--- config.mk ---
export PLATFORM = sky130hd
export DESIGN_NAME = agu_reservation_queue_param
export DESIGN_NICKNAME = d
export VERILOG_FILES = /design/src/rtl/agu_reservation_queue_param.sv
export SDC_FILE = /design/constraint.sdc
export NUM_CORES = 2
export LEC_CHECK = 0
export ABC_AREA = 1
export CAP_MARGIN = 10
export CELL_PAD_IN_SITES_DETAIL_PLACEMENT = 1
export CELL_PAD_IN_SITES_GLOBAL_PLACEMENT = 1
export CORE_MARGIN = 2
export CORE_UTILIZATION = 45
export CTS_CLUSTER_DIAMETER = 40
export CTS_CLUSTER_SIZE = 16
export DETAILED_ROUTE_END_ITERATION = 8
export PLACE_DENSITY_LB_ADDON = 0.15
export SYNTH_ARGS = -nofsm -noshare
export SYNTH_HDL_FRONTEND = slang
export SYNTH_SLANG_ARGS = --single-unit
--- constraint.sdc ---
create_clock -name clk -period 10.2 [get_ports clk]
set_clock_uncertainty 0.2 [all_clocks]
set_input_delay 1.02 -clock clk [delete_from_list [all_inputs] [get_ports clk]]
set_output_delay 1.02 -clock clk [all_outputs]
set_load 0.1 [all_outputs]
--- src/rtl/agu_reservation_queue_param.sv ---
// agu_reservation_queue_param
// Age-ordered collapsing reservation queue for address-generation (load/store)
// instructions. Entries capture pending operands from the CDB, one ready entry
// is selected and locked until the execution unit reports ex_done, and the
// effective address op1 + imm is presented combinationally.
//
// Parameters: DEPTH (entries, >= 2), DATA_W (operand/address width),
//             TAG_W (CDB/ROB tag width), IN_ORDER (1: oldest only, 0: oldest ready)
// Ports:
//   clk, rst (sync active-high), flush          - clock, reset, discard all entries
//   queue_en + queue_*_in                       - dispatch write port
//   queue_full, queue_count                     - occupancy status
//   cdb_valid, cdb_tag, cdb_data                - common data bus broadcast
//   ex_done                                     - execution unit consumed issued entry
//   issue_valid, ex_address, ex_data,
//   queue_rd_tag_out, queue_rd_tag_valid_out,
//   queue_funct3_out, queue_agu_ls_out          - issue port (all zero when idle)
module agu_reservation_queue_param #(
  parameter int DEPTH    = 4,
  parameter int DATA_W   = 32,
  parameter int TAG_W    = 6,
  parameter int IN_ORDER = 1
) (
  input  logic                         clk,
  input  logic                         rst,
  input  logic                         flush,
  input  logic                         queue_en,
  input  logic [DATA_W-1:0]            queue_op1_data_in,
  input  logic [DATA_W-1:0]            queue_op2_data_in,
  input  logic [TAG_W-1:0]             queue_op1_tag_in,
  input  logic [TAG_W-1:0]             queue_op2_tag_in,
  input  logic                         queue_op1_data_valid_in,
  input  logic                         queue_op2_data_valid_in,
  input  logic [TAG_W-1:0]             queue_rd_tag_in,
  input  logic                         queue_rd_tag_valid_in,
  input  logic [2:0]                   queue_funct3_in,
  input  logic                         queue_agu_ls_in,
  input  logic [DATA_W-1:0]            queue_agu_imm_in,
  output logic                         queue_full,
  output logic [$clog2(DEPTH+1)-1:0]   queue_count,
  input  logic                         cdb_valid,
  input  logic [TAG_W-1:0]             cdb_tag,
  input  logic [DATA_W-1:0]            cdb_data,
  input  logic                         ex_done,
  output logic                         issue_valid,
  output logic [DATA_W-1:0]            ex_address,
  output logic [DATA_W-1:0]            ex_data,
  output logic [TAG_W-1:0]             queue_rd_tag_out,
  output logic                         queue_rd_tag_valid_out,
  output logic [2:0]                   queue_funct3_out,
  output logic                         queue_agu_ls_out
);

  localparam int CW = $clog2(DEPTH + 1);
  localparam int IW = $clog2(DEPTH);

  typedef struct packed {
    logic              valid;
    logic [DATA_W-1:0] op1_data;
    logic [TAG_W-1:0]  op1_tag;
    logic              op1_v;
    logic [DATA_W-1:0] op2_data;
    logic [TAG_W-1:0]  op2_tag;
    logic              op2_v;
    logic [TAG_W-1:0]  rd_tag;
    logic              rd_v;
    logic [2:0]        funct3;
    logic              ls;
    logic [DATA_W-1:0] imm;
  } entry_t;

  entry_t          ent_r [DEPTH];
  // One extra all-zero slot so the collapsing shift never indexes past the end.
  entry_t          woke_s [DEPTH+1];
  entry_t          ent_nxt_s [DEPTH];
  entry_t          new_s;
  entry_t          sel_ent_s;
  logic [CW-1:0]   count_r;
  logic [CW-1:0]   count_after_s;
  logic [CW-1:0]   count_nxt_s;
  logic            lock_r;
  logic [IW-1:0]   lock_idx_r;
  logic [DEPTH-1:0] ready_s;
  logic [IW-1:0]   sel_s;
  logic            issue_s;
  logic            remove_s;
  logic            dispatch_s;
  logic            full_s;
  logic            hit1_new_s;
  logic            hit2_new_s;

  assign full_s      = (count_r == CW'(DEPTH));
  assign queue_full  = full_s;
  assign queue_count = count_r;

  // Readiness: loads need only the base register, stores also need store data.
  always_comb begin
    for (int i = 0; i < DEPTH; i++) begin
      ready_s[i] = ent_r[i].valid && ent_r[i].op1_v && (!ent_r[i].ls || ent_r[i].op2_v);
    end
  end

  // Issue selection: a held lock wins; otherwise entry 0 (in-order) or the lowest ready entry.
  always_comb begin
    sel_s   = '0;
    issue_s = 1'b0;
    if (lock_r) begin
      sel_s   = lock_idx_r;
      issue_s = 1'b1;
    end else if (IN_ORDER != 0) begin
      sel_s   = '0;
      issue_s = ready_s[0];
    end else begin
      for (int i = 0; i < DEPTH; i++) begin
        sel_s   = (!issue_s && ready_s[i]) ? IW'(i) : sel_s;
        issue_s = issue_s || ready_s[i];
      end
    end
  end

  // CDB wakeup of resident entries and dispatch-cycle bypass for the incoming entry.
  always_comb begin
    for (int i = 0; i < DEPTH; i++) begin
      woke_s[i] = ent_r[i];
      if (ent_r[i].valid && !ent_r[i].op1_v && cdb_valid && (ent_r[i].op1_tag == cdb_tag)) begin
        woke_s[i].op1_v    = 1'b1;
        woke_s[i].op1_data = cdb_data;
      end else begin
        woke_s[i].op1_v    = ent_r[i].op1_v;
      end
      if (ent_r[i].valid && !ent_r[i].op2_v && cdb_valid && (ent_r[i].op2_tag == cdb_tag)) begin
        woke_s[i].op2_v    = 1'b1;
        woke_s[i].op2_data = cdb_data;
      end else begin
        woke_s[i].op2_v    = ent_r[i].op2_v;
      end
    end
    woke_s[DEPTH] = '0;

    hit1_new_s      = !queue_op1_data_valid_in && cdb_valid && (queue_op1_tag_in == cdb_tag);
    hit2_new_s      = !queue_op2_data_valid_in && cdb_valid && (queue_op2_tag_in == cdb_tag);
    new_s.valid     = 1'b1;
    new_s.op1_data  = hit1_new_s ? cdb_data : queue_op1_data_in;
    new_s.op1_tag   = queue_op1_tag_in;
    new_s.op1_v     = queue_op1_data_valid_in || hit1_new_s;
    new_s.op2_data  = hit2_new_s ? cdb_data : queue_op2_data_in;
    new_s.op2_tag   = queue_op2_tag_in;
    new_s.op2_v     = queue_op2_data_valid_in || hit2_new_s;
    new_s.rd_tag    = queue_rd_tag_in;
    new_s.rd_v      = queue_rd_tag_valid_in;
    new_s.funct3    = queue_funct3_in;
    new_s.ls        = queue_agu_ls_in;
    new_s.imm       = queue_agu_imm_in;
  end

  // Next entry state: collapse above the removed slot, then append the dispatched entry.
  always_comb begin
    remove_s      = ex_done && issue_s;
    dispatch_s    = queue_en && !full_s;
    count_after_s = count_r - CW'(remove_s);
    for (int i = 0; i < DEPTH; i++) begin
      if (remove_s && (i >= int'(sel_s))) begin
        ent_nxt_s[i] = woke_s[i+1];
      end else begin
        ent_nxt_s[i] = woke_s[i];
      end
      if (dispatch_s && (count_after_s == CW'(i))) begin
        ent_nxt_s[i] = new_s;
      end else begin
        ent_nxt_s[i] = ent_nxt_s[i];
      end
    end
    count_nxt_s = count_after_s + CW'(dispatch_s);
  end

  // State registers: entries, occupancy and the issue lock (flush behaves like reset).
  always_ff @(posedge clk) begin
    if (rst || flush) begin
      for (int i = 0; i < DEPTH; i++) begin
        ent_r[i] <= '0;
      end
      count_r    <= '0;
      lock_r     <= 1'b0;
      lock_idx_r <= '0;
    end else begin
      for (int i = 0; i < DEPTH; i++) begin
        ent_r[i] <= ent_nxt_s[i];
      end
      count_r    <= count_nxt_s;
      lock_r     <= issue_s && !remove_s;
      lock_idx_r <= sel_s;
    end
  end

  assign sel_ent_s              = ent_r[sel_s];
  assign issue_valid            = issue_s;
  assign ex_address             = issue_s ? (sel_ent_s.op1_data + sel_ent_s.imm) : '0;
  assign ex_data                = issue_s ? sel_ent_s.op2_data : '0;
  assign queue_rd_tag_out       = issue_s ? sel_ent_s.rd_tag : '0;
  assign queue_rd_tag_valid_out = issue_s ? sel_ent_s.rd_v : 1'b0;
  assign queue_funct3_out       = issue_s ? sel_ent_s.funct3 : 3'b000;
  assign queue_agu_ls_out       = issue_s ? sel_ent_s.ls : 1'b0;

endmodule
==> run summary <==
Io pins = 245
CP most frequent cell = nand2_1
Die H = 272.2 microns
Cells on Worst Hold Path = 2
Largest net degree at the start of global routing = 182
PnR worst setup slack = 2.518 ns
Mapped Cells = 5,387
RSZ-0062 raised after global routing = no
Root Driver = clkbuf_16
Most common cell in the netlist = nand2_1
Crit end category = output port
FF-to-FF setup slack = 4.12 ns
Worst hold endpoint = ent_r[3][33]
Post-synth top area share = 0.3056
Crit start category = flip-flop
Reg clk slew, reported paths = 0.06 ns
Core ar. = 71,360 sq um
Post-CTS Resized = 0
Initial core utilization = 0.4535
Slew @ Worst Pin = 1.207 ns
Synth area leaders = dfxtp_1, nand2_1, nand3_1
Arr. time, crit path = 6.46 ns
Highest ir drop seen on vdd = 0.1338 mV
Rel. slew slack = 0.1951
IO buf count = 244
Final Hold Vio Count = 0
CP max stage cell = clkdlybuf4s50_1
Syn_nets = 5,588
Die width = 272.2 microns
Worst R2R Path Depth = 21
Hold Startpoint = ent_r[3][33]
Leading cell types by count after synthesis = nand2_1, inv_1, nand3_1
Post-route DRC = 0
Clk buf depth = 3
Sequential area share after synthesis = 0.3056
Synth cell types = 45
Routed WL per cell = 23.32 microns
NumNets Final = 5,627
Crit-path cells = nand2_4 -> inv_8 -> nand2_1 -> inv_2 -> buf_4 -> a211oi_1 -> inv_1 -> ha_1 -> inv_1 -> fa_1 -> o21ai_0 -> nand2_1 -> nand2_1 -> nand2_1 -> nand2_1 -> nand2_1 -> nand3_1 -> nand2_1 -> nor2_1 -> clkdlybuf4s50_1
Final setup fails = 0
Vias/cell = 6.008
FF-to-FF End = ent_r[2][104]
Synth Cell Area = 32,360 sq um
Number of synthesized register bits = 494
Vias in the first global route = 39,215
Post-synth top flop = dfxtp_1
Max Freq = 130.2 MHz
First-pass GRT wire length = 229.7 mm
Ratio of cells with drive above 1 in the final layout = 0.05421
H-tree depth = 3
Yosys top cell by area = dfxtp_1
Die Area = 74,080 sq um
Starting DRT DRC Count = 4,066
Clk Latency, worst-skew pair = 0.67 ns
Area Overhead vs Synth = 19.32%
DRT Pass-1 Iters = 7
Post-synth EDFFs = 0
Crit Reg-Reg Startpoint = ent_r[0][32]
Final HPWL DP = 89.38 mm
Yosys warns = 0
Initial antenna violation count = 5
Fill count = 9,783
TNS Setup = 0 ns
Clk sink count = 494
TritonCTS buffer count = 108
Post-CTS setup buffers = 0
Via count = 38,869
Post-synthesis area per instance = 6.007 sq um
CP peak stage delay = 1.13 ns
Number of max-cap violations = 0
Required @ worst endpoint = 8.98 ns
Final number of max-transition violations = 0
Fin crit share = 0.7532
GRT Residual Overflow = 0
GRT Total Usage = 0.3951
Place WS = 3.273 ns
Type of the tightest min-delay check = flip-flop to flip-flop
Class of the most critical setup path = flip-flop to output port
Tmin final = 7.682 ns
Routability cong. = 0.9166
Hold Buf Count CTS = 0
Pwr/cell area = 162.6 nW/um^2
Total Routed Length = 150.9 mm
CTS tree = yes
Outcome = finished clean
FP Rows = 98
Leakage = 0.01809 uW
Post-synth ARST share = 0
Post-route ant nets = 0
Crit path max fanout = 113
registers in the layout, indices dropped and copies added (netlist names):
signal / count
ent_r: 488
lock_idx_r: 2
lock_r: 1
queue_count: 3
where the power goes:
part           internal [uW]  switching (uW)
registers               1970            15.6
clock network           2440            1210
logic                    186             454
placed cells by master (no fill, tap or decap), types with 103 or more instances in the layout:
cell                n
nand2_1          1416
nand3_1           798
dfxtp_1           494
a211oi_1          103
a21oi_1           420
clkdlybuf4s50_1   244
inv_1             808
o21ai_0           256
nor2_1            244
clkbuf_16         109
logic make-up (layout without fill, tap and decap cells):
family / count (synthesis) / in the layout / share of synthesized area
DFF: 494 / 494 / 0.3056
and+or+nand+nor: 2657 / 2657 / 0.3543
adders and majority gates: 36 / 36 / 0.01415
other: 0 / 4 / 0
AOI/OAI and AO/OA: 977 / 977 / 0.1702
buffers and inverters: 1192 / 1321 / 0.1474
xor gates and xnor gates: 31 / 31 / 0.008390
per-layer routing:
metal,GRT usage,vias to the layer above,wire (microns)
li1,-,17552,-
met1,0.5091,18739,61430
met2,0.6331,2072,67290
met3,0.07062,506,14300
met4,0.2013,0,7879
met5,0,-,0
final cells by class:
type	instances	area, sq um	share of cell area
Antenna cell	4	10.01	0.0002592
Timing Repair Buffer	293	2860	0.07407
Clock inverter	53	668.1	0.01730
Clock buffer	147	3100	0.08029
Tap cell	950	1189	0.03078
Sequential cell	494	9889	0.2561
Inverter	828	3120	0.08081
Multi-Input combinational cell	3701	17780	0.4604
worst max path at each step:
stage                  start        endpoint  slack [ns]  cells after the start
2_1_floorplan         lock_r  ex_address[12]        4.88                     16
3_3_place_gp          lock_r  ex_address[30]        3.31                     20
3_5_place_dp          lock_r  ex_address[28]        3.27                     20
4_1_cts               lock_r  ex_address[28]        2.57                     20
5_1_grt        lock_idx_r[0]  ex_address[28]        2.11                     20
6_report       lock_idx_r[0]  ex_address[30]        2.52                     20
critical path: cells and delay by family (launching register included):
kind / cells / cell delay, ns
AOI/OAI and AO/OA: 2 / 0.58
adders and majority gates: 2 / 0.74
buffers and inverters: 6 / 2.87
DFF: 1 / 0.45
and+or+nand+nor: 10 / 1.12
metrics by stage:
stage                     total power [uW]  hold slack [ns]  cells    util  area [sq um]
after floorplan                       2364           0.2401   5387       -         32360
after CTS                             6257           0.2669   6466  0.5410         38600
after global placement                2619           0.2502   6266  0.4881         34840
final                                 6277           0.2661   6470  0.5411         38610
after global routing                  6418           0.2882   6470  0.5411         38610
after detailed placement              2628           0.2598   6266  0.4881         34840
Power figures use the tool's default switching activity.
